--- config.mk ---
export PLATFORM = sky130hd
export DESIGN_NAME = count_enable_gen
export DESIGN_NICKNAME = d
export VERILOG_FILES = /design/src/rtl/cnt_ctrl_pkg.sv /design/src/rtl/tick_prescaler.sv /design/src/rtl/count_enable_gen.sv
export SDC_FILE = /design/constraint.sdc
export NUM_CORES = 1
export LEC_CHECK = 0
export CAP_MARGIN = 20
export CORE_ASPECT_RATIO = 2
export CORE_MARGIN = 1.5
export CORE_UTILIZATION = 45
export DETAILED_ROUTE_END_ITERATION = 12
export PLACE_DENSITY = 0.66
export SETUP_SLACK_MARGIN = 0.5
export SLEW_MARGIN = 20
export SYNTH_ARGS = -nofsm -noshare
export SYNTH_HDL_FRONTEND = slang
export SYNTH_SLANG_ARGS = --single-unit
--- constraint.sdc ---
create_clock -name clk -period 3.09 [get_ports clk]
set_input_delay 0.618 -clock clk [delete_from_list [all_inputs] [get_ports clk]]
set_output_delay 0.618 -clock clk [all_outputs]
set_load 0.02 [all_outputs]
--- src/rtl/cnt_ctrl_pkg.sv ---
// Shared types and default widths for the counter enable generator.
package cnt_ctrl_pkg;

  typedef enum logic [1:0] {IDLE, RUN, STEP} gen_state_t;

  localparam int PRESCALE_W_DEF = 8;
  localparam int BURST_W_DEF    = 8;

endpackage

--- src/rtl/tick_prescaler.sv ---
// Free-running divide-by-(div_q+1) prescaler; tc marks the terminal count
// while enabled and the counter wraps to zero on that same edge.
module tick_prescaler
  import cnt_ctrl_pkg::*;
#(
  parameter int PRESCALE_W = PRESCALE_W_DEF
) (
  input  logic                  clk,
  input  logic                  rst_n,
  input  logic                  clear,
  input  logic                  enable,
  input  logic [PRESCALE_W-1:0] div_q,
  output logic                  tc
);

  logic [PRESCALE_W-1:0] pre_cnt;

  assign tc = enable && (pre_cnt == div_q);

  always_ff @(posedge clk or negedge rst_n) begin
    if (!rst_n) begin
      pre_cnt <= '0;
    end else if (clear) begin
      pre_cnt <= '0;
    end else if (enable) begin
      pre_cnt <= (pre_cnt == div_q) ? '0 : pre_cnt + 1'b1;
    end
  end

endmodule

--- src/rtl/count_enable_gen.sv ---
// Toggle-enable generator for the 4-bit T-flip-flop counter: continuous run,
// fixed-length bursts or single steps, each pulse exactly one cycle wide.
module count_enable_gen
  import cnt_ctrl_pkg::*;
#(
  parameter int PRESCALE_W = PRESCALE_W_DEF,
  parameter int BURST_W    = BURST_W_DEF
) (
  input  logic                  clk,
  input  logic                  rst_n,
  input  logic                  start,
  input  logic                  stop,
  input  logic                  step,
  input  logic [PRESCALE_W-1:0] div,
  input  logic [BURST_W-1:0]    burst_len,
  output logic                  t_en,
  output logic                  done,
  output logic                  busy
);

  // Handshake: start/stop/step are plain levels sampled on every rising
  // edge; t_en and done are registered strobes valid for one cycle only.
  gen_state_t            state;
  logic [PRESCALE_W-1:0] div_q;
  logic [BURST_W-1:0]    len_q;
  logic [BURST_W-1:0]    tick_cnt;
  logic [BURST_W-1:0]    last_tick;
  logic                  pre_clear;
  logic                  pre_enable;
  logic                  pre_tc;

  assign busy       = (state != IDLE);
  assign last_tick  = len_q - 1'b1;
  assign pre_clear  = (state == IDLE) && start;
  assign pre_enable = (state == RUN);

  tick_prescaler #(
    .PRESCALE_W(PRESCALE_W)
  ) u_prescaler (
    .clk    (clk),
    .rst_n  (rst_n),
    .clear  (pre_clear),
    .enable (pre_enable),
    .div_q  (div_q),
    .tc     (pre_tc)
  );

  always_ff @(posedge clk or negedge rst_n) begin
    if (!rst_n) begin
      state    <= IDLE;
      t_en     <= 1'b0;
      done     <= 1'b0;
      div_q    <= '0;
      len_q    <= '0;
      tick_cnt <= '0;
    end else begin
      t_en <= 1'b0;
      done <= 1'b0;
      case (state)
        IDLE: begin
          if (start) begin
            state    <= RUN;
            div_q    <= div;
            len_q    <= burst_len;
            tick_cnt <= '0;
          end else if (step) begin
            state <= STEP;
          end
        end
        RUN: begin
          // A stop wins over a coincident terminal count: no pulse is issued.
          if (stop) begin
            state <= IDLE;
          end else if (pre_tc) begin
            t_en <= 1'b1;
            if (len_q != '0) begin
              if (tick_cnt == last_tick) begin
                done     <= 1'b1;
                state    <= IDLE;
                tick_cnt <= '0;
              end else begin
                tick_cnt <= tick_cnt + 1'b1;
              end
            end
          end
        end
        STEP: begin
          t_en  <= 1'b1;
          state <= IDLE;
        end
        default: state <= IDLE;
      endcase
    end
  end

endmodule

## Word level (Yosys, flattened, before mapping)

Index checks and enable logic that the tools add are counted.

| operators by class | value |
|---|---|
| $add $sub $neg | 3 |
| eq/ne operators | 12 |
| multiplexer cells | 24 |
| reductions and logical operators | 10 |

Operators with widths:

| operator | number |
|---|---|
| 2-to-1 mux 8 bit | 8 |
| adder 8 x 1 -> 8 bit (second input constant) | 2 |
| == test 8 bit | 2 |
| case mux 8 bit (2 select lines) | 1 |
| 2-to-1 mux 2 bit | 6 |
| inequality test 3 bit (second input constant) | 4 |
| inequality test 2 bit (second input constant) | 4 |
| nonzero test 8 bit | 1 |
| subtractor 8 x 1 -> 8 bit (second input constant) | 1 |
| 2-to-1 mux 1 bit | 7 |
| nonzero test 2 bit | 3 |
| AND reduction 5 bit | 1 |
| case mux 2 bit (2 select lines) | 1 |
| AND reduction 4 bit | 1 |
| == test 2 x 1 -> 1 bit (second input constant) | 1 |
| == test 2 bit (second input constant) | 1 |
| logical AND 1 bit | 2 |
| logical NOT 2 bit | 1 |
| case mux 1 bit (2 select lines) | 1 |
| AND reduction 2 bit | 1 |

| storage, ports and cells | value |
|---|---|
| register bits | 36 |
| output and inout port bits | 3 |
| word-level logic and storage cells | 56 |

## Depth between registers and ports, before layout

| depth | value |
|---|---|
| depth in word-level cells | 7 |
| depth in mapped cells | 9 |

## By module

From an unflattened synthesis, not the netlist that was laid out.

| unflattened totals | value |
|---|---|
| cell total of the unflattened synthesis | 211 |
| area total of the unflattened synthesis | 2112.0 um2 |

Modules (own cells, without submodules):

| module | times used | cells an instance | area an instance (um2) | sequential area each (um2) |
|---|---|---|---|---|
| count_enable_gen | 1 | 153 | 1581.5 | 700.7 |
| tick_prescaler | 1 | 58 | 530.5 | 200.2 |

## Least setup slack after synthesis

OpenSTA, ideal clock, no wires.

| timing | value |
|---|---|
| kind | register to register |
| start | reg len_q[0] |
| end | reg tick_cnt[1] |
| setup time | 0.137 ns |
| data arrival time | 2.063 ns |
| data required time | 2.953 ns |
| slack | 0.890 ns |
| cell stages (with the launch flop) | 9 |
| period minus slack after synthesis | 2.200 ns |
| cells stage by stage | dfrtp_1 -> inv_1 -> ha_1 -> nor3b_1 -> a21oi_1 -> nor4_1 -> o211ai_2 -> o31ai_2 -> nor2_1 |

| on the way | value |
|---|---|
| cells in the longest elaborated chain, start to end | 7 |
| elaborated cells between the ends (all ways) | 10 |
| classes of those cells | add/sub (1); eq/ne (2); mux (5); reduce/logical (2) |

RTL lines:

| what | RTL line | RTL |
|---|---|---|
| start, declared | count_enable_gen.sv:25 | `logic [BURST_W-1:0] len_q;` |
| start signal, assigned | count_enable_gen.sv:64 | `len_q <= burst_len;` |
| subtractor 8 x 1 -> 8 bit | count_enable_gen.sv:33 | `assign last_tick = len_q - 1'b1;` |
| == test 8 bit | count_enable_gen.sv:77 | `if (tick_cnt == last_tick) begin` |
| 2-to-1 mux 8 bit | count_enable_gen.sv:77 |  |
| 2-to-1 mux 8 bit | count_enable_gen.sv:76 | `if (len_q != '0) begin` |
| 2-to-1 mux 8 bit | count_enable_gen.sv:74 | `end else if (pre_tc) begin` |
| 2-to-1 mux 8 bit | count_enable_gen.sv:72 | `if (stop) begin` |
| case mux 8 bit (2 select lines) | count_enable_gen.sv:59 | `case (state)` |
| end signal, assigned | count_enable_gen.sv:82 | `tick_cnt <= tick_cnt + 1'b1;` |
| end, declared | count_enable_gen.sv:26 | `logic [BURST_W-1:0] tick_cnt;` |

Parallel ways exist; a longest one is shown, timed or not. The select of a mux whose other input is x is not followed.
A chain may end at the register's enable or synchronous reset.

## Worst setup path after layout

| timing | value |
|---|---|
| start | reg state[1] |
| end | reg tick_cnt[7] |

| on the way | value |
|---|---|
| cells in the longest elaborated chain, start to end | 4 |
| elaborated cells between the ends (all ways) | 10 |
| classes of those cells | eq/ne (5); mux (1); reduce/logical (4) |

RTL lines:

| what | RTL line | RTL |
|---|---|---|
| start, declared | count_enable_gen.sv:23 | `gen_state_t state;` |
| start signal, assigned | count_enable_gen.sv:50 | `state <= IDLE;` |
| start signal, assigned | count_enable_gen.sv:62 | `state <= RUN;` |
| start signal, assigned | count_enable_gen.sv:67 | `state <= STEP;` |
| == test 2 x 1 -> 1 bit | count_enable_gen.sv:35, count_enable_gen.sv:59 |  |
| logical AND 1 bit | tick_prescaler.sv:18 | `assign tc = enable && (pre_cnt == div_q);` |
| inequality test 2 bit (no source line) | n/a |  |
| AND reduction 5 bit (no source line) | n/a |  |

Parallel ways exist; a longest one is shown, timed or not.

==> results.cfg <==
[critical_path]
r2r_setup_slack_ns = 0.74
crit_buf_inv = 2
arrival_ns = 2.57
critPathKind = flop to flop
critical_path_required_ns = 3.31
worstPathMaxFanout = 11
crit_path_frequent_cell = inv_1
cp-end-kind = flop
r2r_cells = 8
cp_top_family = simple AND/OR/NAND/NOR gates
r2r_start = state[1]
cp-start-kind = flop
r2r-end = tick_cnt[7]
crit_chain = inv_1 > ha_2 > inv_1 > nor2_1 > a31oi_2 > a21o_1 > or4_1 > a21oi_1
crit_slowest_cell = or4_1
cpPeakStageDelay_ns = 0.53

[grt]
grt_start_max_net_pins = 37
first_global_vias = 1670
grt_pass1_wl_um = 7728
grt_usage = 0.2025
grt_remaining_overflow = 0
antenna_found_initial = 0

[synthesis]
async_flop_share = 1.000
synth_area_per_cell_um2 = 10.34
syn-instance-count = 199
syn_area_um2 = 2058
synthesis.nets = 226
synth_edf_count = 0
ys_warn_count = 0
synthFlopType = dfrtp_1
synth_seq_area_share = 0.4377
ys_seq_elements = 36
ys_types = 51

[cts]
cts_resized = 0
clk_latency_ns = 0.29
cts_made_buffers = 5
cts_buffer_depth = 2
cts_tree = built
clock-sinks = 36
postCtsHoldBufs = 0
cts.clk_slew.worst_paths_ns = 0.08
clockRootBuffer = clkbuf_8
post-cts-setup-buffers = 0
htree_levels = 2

[detailed_routing]
ant_nets = 0
drt_iter0_markers = 25
totalWireLength_um = 4417
drc_errors = 0
vias = 1646
first_pass_iters = 4
wire_per_inst_um = 15.72
viasPerCell = 5.858

[sta]
maxSlewViolCount = 0
clock.fmax_mhz = 425.3
period_share = 0.7609
rsz0062_at_grt = false
slew_headroom = 0.5487
hold_viol = 0
period_needed_ns = 2.351
fin_skew_ns = 0.009334
setup-tns-final_ns = 0
worstMarginPinSlew_ns = 0.6740
holdWs_ns = 0.5344
finalSetupViolCount = 0
fin_ws_ns = 0.7389

[hold_path]
holdPathStages = 1
min_to = div_q[6]
min_from = div_q[6]
hp-class = flop to flop

[finish]
num_antenna_cells = 0
regArea_um2 = 900.9
multi_input_area_um2 = 1129
final_common_cell = dfrtp_1
finalNetCount = 254
final_cell_mix = dfrtp_1, clkdlybuf4s50_1, xnor2_1, mux2_2, nor2_1
postLayoutCoreUtil = 0.5600
fillers = 411
final_layout_size_suffix_gt1_frac = 0.1542
areaGrowthSynthToFinish_pct = 19.21

[placement]
dpl_worst_slack_ns = 0.5311
portBuffers = 23
place.detailed.hpwl_um = 3308
gp_congestion = 0.8587

[floorplanning]
num_io_pins = 24
initial_core_util = 0.4697
rows = 34
core_area_um2 = 4382
die_area_um2 = 5013
die_w_um = 50.82
die_height_um = 98.64

[run]
max_cap_viol_count = 0

[power_and_ir_drop]
power_mw = 1.906
irDropWorstVdd_mv = 0.4241
powerDensity_nw_per_um2 = 776.9
p_leak_nw = 1.015

[status]
outcome = complete, no violations
## worst reg2reg max path, stage by stage, from the launching register on
cell and delay [ns]:
dfrtp_1 0.41, inv_1 0.09, ha_2 0.29, inv_1 0.09, nor2_1 0.22, a31oi_2 0.22, a21o_1 0.29, or4_1 0.53
a21oi_1 0.15
## stage by stage
step / std cells / instance area, um^2
2_1_floorplan: 199 / 2058
3_3_place_gp: 274 / 2354
3_5_place_dp: 274 / 2354
4_1_cts: 281 / 2431
5_1_grt: 281 / 2454
6_report: 281 / 2454
## synth_stat cells (all sizes together) (2+ instances only)
master | n | area, um^2
or4 | 2 | 18.77
nand2 | 11 | 41.29
inv | 9 | 33.78
mux2 | 16 | 180.2
nand4 | 3 | 18.77
a2111oi | 2 | 17.52
nand2b | 4 | 25.02
o31ai | 3 | 27.52
xnor2 | 16 | 140.1
nor4 | 2 | 12.51
xor2 | 6 | 52.55
ha | 6 | 75.07
a21oi | 6 | 30.03
or3 | 3 | 18.77
and3 | 4 | 25.02
dfrtp | 36 | 900.9
nand3 | 8 | 40.04
buf | 3 | 13.76
o21ai | 11 | 55.05
nor3b | 2 | 15.01
nand3b | 3 | 22.52
o41ai | 2 | 25.03
nor3 | 3 | 15.01
or3b | 2 | 17.52
o211ai | 3 | 27.52
nor2 | 15 | 56.30
## registers in the layout, indices dropped and copies added (netlist names)
register,count
div_q,8
u_prescaler.pre_cnt,8
t_en,1
tick_cnt,8
done,1
len_q,8
state,2
## how the worst max path moves through the flow
stage | start | cells past startpoint | end
floorplan | len_q[0] | 8 | tick_cnt[1]
global placement | start | 6 | tick_cnt[7]
detailed placement | len_q[0] | 8 | tick_cnt[6]
CTS | len_q[0] | 8 | tick_cnt[6]
global route | state[1] | 8 | tick_cnt[7]
finish | state[1] | 8 | tick_cnt[7]
## cell families after synthesis
| logic type | count (synthesis) | share of synthesized area |
|---|---|---|
| flip-flops | 36 | 0.4377 |
| AO/OA/AOI/OAI | 37 | 0.1325 |
| AND/OR/NAND/NOR | 68 | 0.1824 |
| adder cells (fa/ha/maj) | 6 | 0.03647 |
| XOR/XNOR | 22 | 0.09361 |
| buffers and inverters | 13 | 0.02492 |
| multiplexers | 17 | 0.09240 |
## per-layer routing
metal,GRT usage,vias up,share of wire
li1,-,772,-
met1,0.2188,827,0.36
met2,0.3634,31,0.58
met3,0.03485,16,0.022
met4,0.1060,0,0.038
met5,0,-,0
## cell type report
cell class                      instances  area share
Clock buffer                            6     0.02958
Timing Repair Buffer                   25     0.09995
Multi-Input combinational cell        150      0.4600
Clock inverter                          1    0.002040
Tap cell                               54     0.02754
Sequential cell                        36      0.3672
Inverter                                9     0.01377
## where the power goes
group,internal (mW),total (mW),switching [mW]
Combinational,0.402,0.798,0.396
Clock,0.153,0.319,0.166
Sequential,0.617,0.789,0.172
Total,1.17,1.91,0.734
No activity file was read; power rests on OpenSTA's default activity.
